<file path="src/rtl/rf2d_row_feeder.sv">
// Packs a serial pixel stream into NUM_COL-wide rows for the 2-D window register file, loads them
// with rowShift and, once NUM_ROW rows are resident, scans row 0 out with NUM_COL colShift pulses.
module rf2d_row_feeder #(
  parameter int unsigned NUM_COL  = 18,
  parameter int unsigned NUM_ROW  = 16,
  parameter int unsigned NUM_BITS = 10
) (
  input  logic                         clk,
  input  logic                         reset,
  input  logic                         frame_start,
  input  logic [NUM_BITS-1:0]          pix_in,
  input  logic                         pix_valid,
  output logic                         pix_ready,
  output logic [NUM_COL*NUM_BITS-1:0]  data,
  output logic                         rowShift,
  output logic                         colShift,
  output logic                         rf_reset,
  output logic                         primed,
  output logic                         scan_valid,
  output logic [$clog2(NUM_COL)-1:0]   scan_col
);

  localparam int unsigned ColW = $clog2(NUM_COL);
  localparam int unsigned RowW = $clog2(NUM_ROW + 1);
  localparam logic [ColW-1:0] LastCol  = ColW'(NUM_COL - 1);
  localparam logic [RowW-1:0] FullRows = RowW'(NUM_ROW);

  typedef enum logic [1:0] {StFill, StLoad, StScan} state_e;

  state_e                      state;
  logic [NUM_COL*NUM_BITS-1:0] asm_buf;
  logic [NUM_COL*NUM_BITS-1:0] asm_next;
  logic [ColW-1:0]             col_cnt;
  logic [ColW-1:0]             scan_cnt;
  logic [RowW-1:0]             rows_loaded;
  logic                        row_full;
  logic                        accept;
  logic                        last_acc;
  logic                        load_next;

  always_comb begin
    pix_ready = reset & ~row_full & (state != StLoad) & ~frame_start;
    accept    = pix_valid & pix_ready;
    last_acc  = accept & (col_cnt == LastCol);
    asm_next  = asm_buf;
    if (accept) asm_next[32'(col_cnt) * NUM_BITS +: NUM_BITS] = pix_in;
    // A row completing this very cycle goes straight to LOAD, so data comes from asm_next.
    load_next = row_full | last_acc;
  end

  assign primed     = (rows_loaded == FullRows);
  assign scan_valid = colShift;
  assign scan_col   = scan_cnt;

  always_ff @(posedge clk or negedge reset) begin
    if (!reset) begin
      state       <= StFill;
      asm_buf     <= '0;
      data        <= '0;
      col_cnt     <= '0;
      scan_cnt    <= '0;
      rows_loaded <= '0;
      row_full    <= 1'b0;
      rowShift    <= 1'b0;
      colShift    <= 1'b0;
      rf_reset    <= 1'b0;
    end else if (frame_start) begin
      state       <= StFill;
      col_cnt     <= '0;
      scan_cnt    <= '0;
      rows_loaded <= '0;
      row_full    <= 1'b0;
      rowShift    <= 1'b0;
      colShift    <= 1'b0;
      rf_reset    <= 1'b1;
    end else begin
      rf_reset <= 1'b0;
      asm_buf  <= asm_next;
      if (accept) begin
        col_cnt <= last_acc ? '0 : col_cnt + 1'b1;
        if (last_acc) row_full <= 1'b1;
      end
      case (state)
        StFill: begin
          if (load_next) begin
            state    <= StLoad;
            data     <= asm_next;
            rowShift <= 1'b1;
          end
        end
        StLoad: begin
          rowShift <= 1'b0;
          row_full <= 1'b0;
          if (rows_loaded != FullRows) rows_loaded <= rows_loaded + 1'b1;
          if (rows_loaded >= FullRows - RowW'(1)) begin
            state    <= StScan;
            colShift <= 1'b1;
            scan_cnt <= '0;
          end else begin
            state <= StFill;
          end
        end
        StScan: begin
          if (scan_cnt == LastCol) begin
            colShift <= 1'b0;
            scan_cnt <= '0;
            if (load_next) begin
              state    <= StLoad;
              data     <= asm_next;
              rowShift <= 1'b1;
            end else begin
              state <= StFill;
            end
          end else begin
            scan_cnt <= scan_cnt + 1'b1;
          end
        end
        default: state <= StFill;
      endcase
    end
  end

endmodule

</file>
<file path="config.mk">
export PLATFORM = sky130hd
export DESIGN_NAME = rf2d_row_feeder
export DESIGN_NICKNAME = d
export VERILOG_FILES = /design/src/rtl/rf2d_row_feeder.sv
export SDC_FILE = /design/constraint.sdc
export NUM_CORES = 1
export LEC_CHECK = 0
export ABC_AREA = 0
export BUFFER_PORTS_ARGS = -buffer_cell sky130_fd_sc_hd__buf_2
export CAP_MARGIN = 15
export CORE_AREA = 2 2 268 270
export CTS_CLUSTER_SIZE = 30
export DETAILED_ROUTE_END_ITERATION = 7
export DIE_AREA = 0 0 270 272
export PLACE_DENSITY = 0.52
export SLEW_MARGIN = 10
export SYNTH_ARGS = -nofsm -noshare
export SYNTH_HDL_FRONTEND = slang
export SYNTH_SLANG_ARGS = --single-unit
</file>
<file path="constraint.sdc">
create_clock -name clk -period 11.7 [get_ports clk]
set_clock_uncertainty 0.1 [all_clocks]
set_input_delay 0.585 -clock clk [delete_from_list [all_inputs] [get_ports clk]]
set_output_delay 0.585 -clock clk [all_outputs]
set_load 0.01 [all_outputs]
</file>
==> flow_summary.ini <==
[outcome]
run_status = finished clean

[final_layout]
finalNetCount = 1628
area_growth_pct = 19.5
nFillCells = 7247
multi_input_area_mm2 = 0.00750
finalCoreUtilization = 0.296
antennaDiodeCount = 0
regArea_mm2 = 0.00953
drive_above_1_share = 0.384
instances_no_fill = 2574

[sta]
min_period_over_period = 0.488
period_minus_slack_ps = 5710
tightest_slew_ps = 1240
drv_slew = 0
fin_setup_tns_ps = 0
setup_viol = 0
max_clock_freq_mhz = 175
whs_ps = 236
rsz0062_at_grt = no
hold_violations = 0
worst_slew_margin_rel = 0.163

[synthesis]
async_flop_share = 1.00
synth_edf_count = 0
syn_avg_cell_area_um2 = 12.5
yosys.area.top_type_share = 0.545
synth_area_mm2 = 0.0175
syn-instance-count = 1396
yosysTopAreaCell = dfrtp_1
ys.warnings.count = 0
seq_area_frac_synth = 0.545
synth-seq-cells = 381
synthesis.nets = 1431
synth_area_leaders = dfrtp_1 54%, mux2_2 18%, mux2_1 2.1%, nand3_1 1.5%, nand2_1 1.5%
ys.flop_type = dfrtp_1
synth.distinct_cells = 87

[global_routing]
grt_pass1_vias = 12700
antenna_found_initial = 0
grt_overflow_total = 0
grt_max_degree = 155
grt_pass1_wl_mm = 84.7
grt_usage = 0.153

[setup_path]
crit_required_ps = 12060
crit_chain = buf_4 > ha_1 > ha_1 > inv_1 > fa_1 > and2b_1 > nand3_2 > a21oi_1 > ha_1 > and3b_1 > nand2_2 > nor3_4 > nand4_1 > mux2_2 > mux2_2
critPathMostFrequentCell = ha_1
cpPeakStageDelay_ps = 990
start_kind = flop
endpoint_kind = flop
cpLargestDelayFamily = simple AND/OR/NAND/NOR gates
rrSetupSlack_ps = 5990
critPathBufInv = 2
cp_max_fo = 33
slowest_stage = nor3_4
worst-setup-path-type = reg -> reg
cp.arrival_ps = 6070

[clock_tree]
h-tree-depth = 2
cts.clk_slew.worst_paths_ps = 60
clock-sinks = 381
clock_path_buffers = 3
cts_tree = yes
clock_latency_ps = 570
post_cts_buffers = 0
cts_buffers = 43
cts_root_buffer = clkbuf_16

[route]
drc = 0
vias = 12100
final_antenna_net_count = 0
vias_per_cell = 4.70
wire_per_inst_um = 22.0
initialDrtViolationCount = 772
first_pass_iters = 5
drt_wl_total_mm = 56.5

[placed_design]
io_buffers = 204
dp_hpwl_mm = 41.5
gp_congestion = 0.907
dp_cells = 2497

[floorplan]
die_x_um = 270
fp.dieH_um = 272
initial_core_util = 0.247
ioPinCount = 205
rows = 98
dieArea_mm2 = 0.0734
core_mm2 = 0.0708

[pwr]
p_sw_frac = 0.281
p_int_w = 0.00220
combPwrFrac = 0.128
clockPowerShare = 0.431
p_leak_nw = 10.4
power_density_mw_per_mm2 = 147
irDropWorstVdd_mv = 0.0950
p_seq_frac = 0.440
netSwitchingPower_w = 0.000862

[flow_run]
maxCapViolCount = 0

[hold_path]
min_path_type = in -> reg
==> cell families after synthesis <==
family / count (synthesis) / synth area share
buffers and inverters: 104 / 0.0272
DFF: 381 / 0.545
AOI/OAI and AO/OA: 187 / 0.0746
muxes: 341 / 0.221
adders and majority gates: 21 / 0.0154
and+or+nand+nor: 350 / 0.108
xor gates and xnor gates: 12 / 0.00837
==> power groups by stage <==
stage | Sequential, W | Clock [W] | Combinational, W
after global routing | 0.00135 | 0.00143 | 0.000424
after CTS | 0.00135 | 0.00137 | 0.000394
after detailed placement | 0.00137 | 0 | 0.000392
after global placement | 0.00137 | 0 | 0.000391
final | 0.00135 | 0.00132 | 0.000393
after floorplan | 0.00137 | 0 | 0.000240
==> through the flow <==
| stage | power [W] | area, um^2 | worst slack, ps |
|---|---|---|---|
| floorplan | 0.00161 | 17500 | 7080 |
| global placement | 0.00176 | 19500 | 6090 |
| detailed placement | 0.00177 | 19500 | 5980 |
| CTS | 0.00311 | 20900 | 5980 |
| global route | 0.00320 | 20900 | 5630 |
| finish | 0.00306 | 20900 | 5990 |
==> routing by layer <==
layer,routed length [um],global-route usage,up-vias
met1,24900,0.197,6199
met3,3020,0.0331,87
met5,0,0,-
met2,27000,0.255,325
li1,-,-,5480
met4,1640,0.0499,0
==> timing repair <==
| action | CTS | global route |
|---|---|---|
| gates resized for setup | 0 | 0 |
| hold endpoints to repair | 47 | 0 |
| hold buffers | 1 | 0 |
==> registers in the layout, indices dropped and copies added, names as in the netlist <==
name,count
asm_buf,180
col_cnt,5
row_full,1
rows_loaded,5
colShift,1
rowShift,1
data,180
state,2
rf_reset,1
scan_col,5
==> worst register-to-register path, cell delays in order, from the launching register on <==
cell and delay (ps):
dfrtp_1 320, buf_4 370, ha_1 230, ha_1 180
inv_1 70, fa_1 950, and2b_1 270, nand3_2 190
a21oi_1 190, ha_1 320, and3b_1 240, nand2_2 240
nor3_4 1000, nand4_1 310, mux2_2 380, mux2_2 260
==> worst paths after layout <==
path	end	depth (start not counted)	startpoint
max	data[176]$_DFFE_PN0P_	15	col_cnt[0]$_DFFE_PN0P_
min	rf_reset$_DFF_PN0_	1	frame_start
max reg2reg	data[176]$_DFFE_PN0P_	15	col_cnt[0]$_DFFE_PN0P_
min reg2reg	asm_buf[63]$_DFFE_PN0N_	2	asm_buf[63]$_DFFE_PN0N_
max in group asynchronous	asm_buf[0]$_DFFE_PN0N_	4	reset
min in group asynchronous	data[159]$_DFFE_PN0P_	2	reset
==> cell usage in the layout (no fill, tap or decap), drive strengths merged, types with 5 or more instances in the layout <==
cell type,instances
nor2,68
or2,9
o22ai,24
o21ai,50
nand3,61
a31oi,8
inv,35
mux2,323
and2,9
a21oi,28
o32ai,5
clkinv,9
nand2,75
o31ai,13
nor2b,8
or3,15
mux2i,18
nand4,21
and3,14
o31a,5
ha,20
dfrtp,381
nand2b,9
nor3,41
a21o,5
clkbuf,61
xor2,6
buf,223
==> final cells by class <==
type	instances	share of cell area
tap	950	0.0568
inverter	32	0.00574
clock inverter	15	0.00682
sequential	381	0.456
timing repair buffer	224	0.0572
clock buffer	61	0.0590
multi-input combinational	911	0.359
==> cell usage after synthesis (14+ instances only) <==
master,instances
dfrtp_1,381
and3_1,14
a21oi_1,28
nand2_1,71
ha_1,20
o21ai_0,38
nand3_1,54
o22ai_1,23
mux2i_1,18
clkbuf_1,23
mux2_2,277
nor3_1,34
mux2_4,14
inv_1,31
nand4_1,21
or3_1,15
mux2_1,32
buf_2,29
nor2_1,66
No activity file was read; power rests on OpenSTA's default activity.
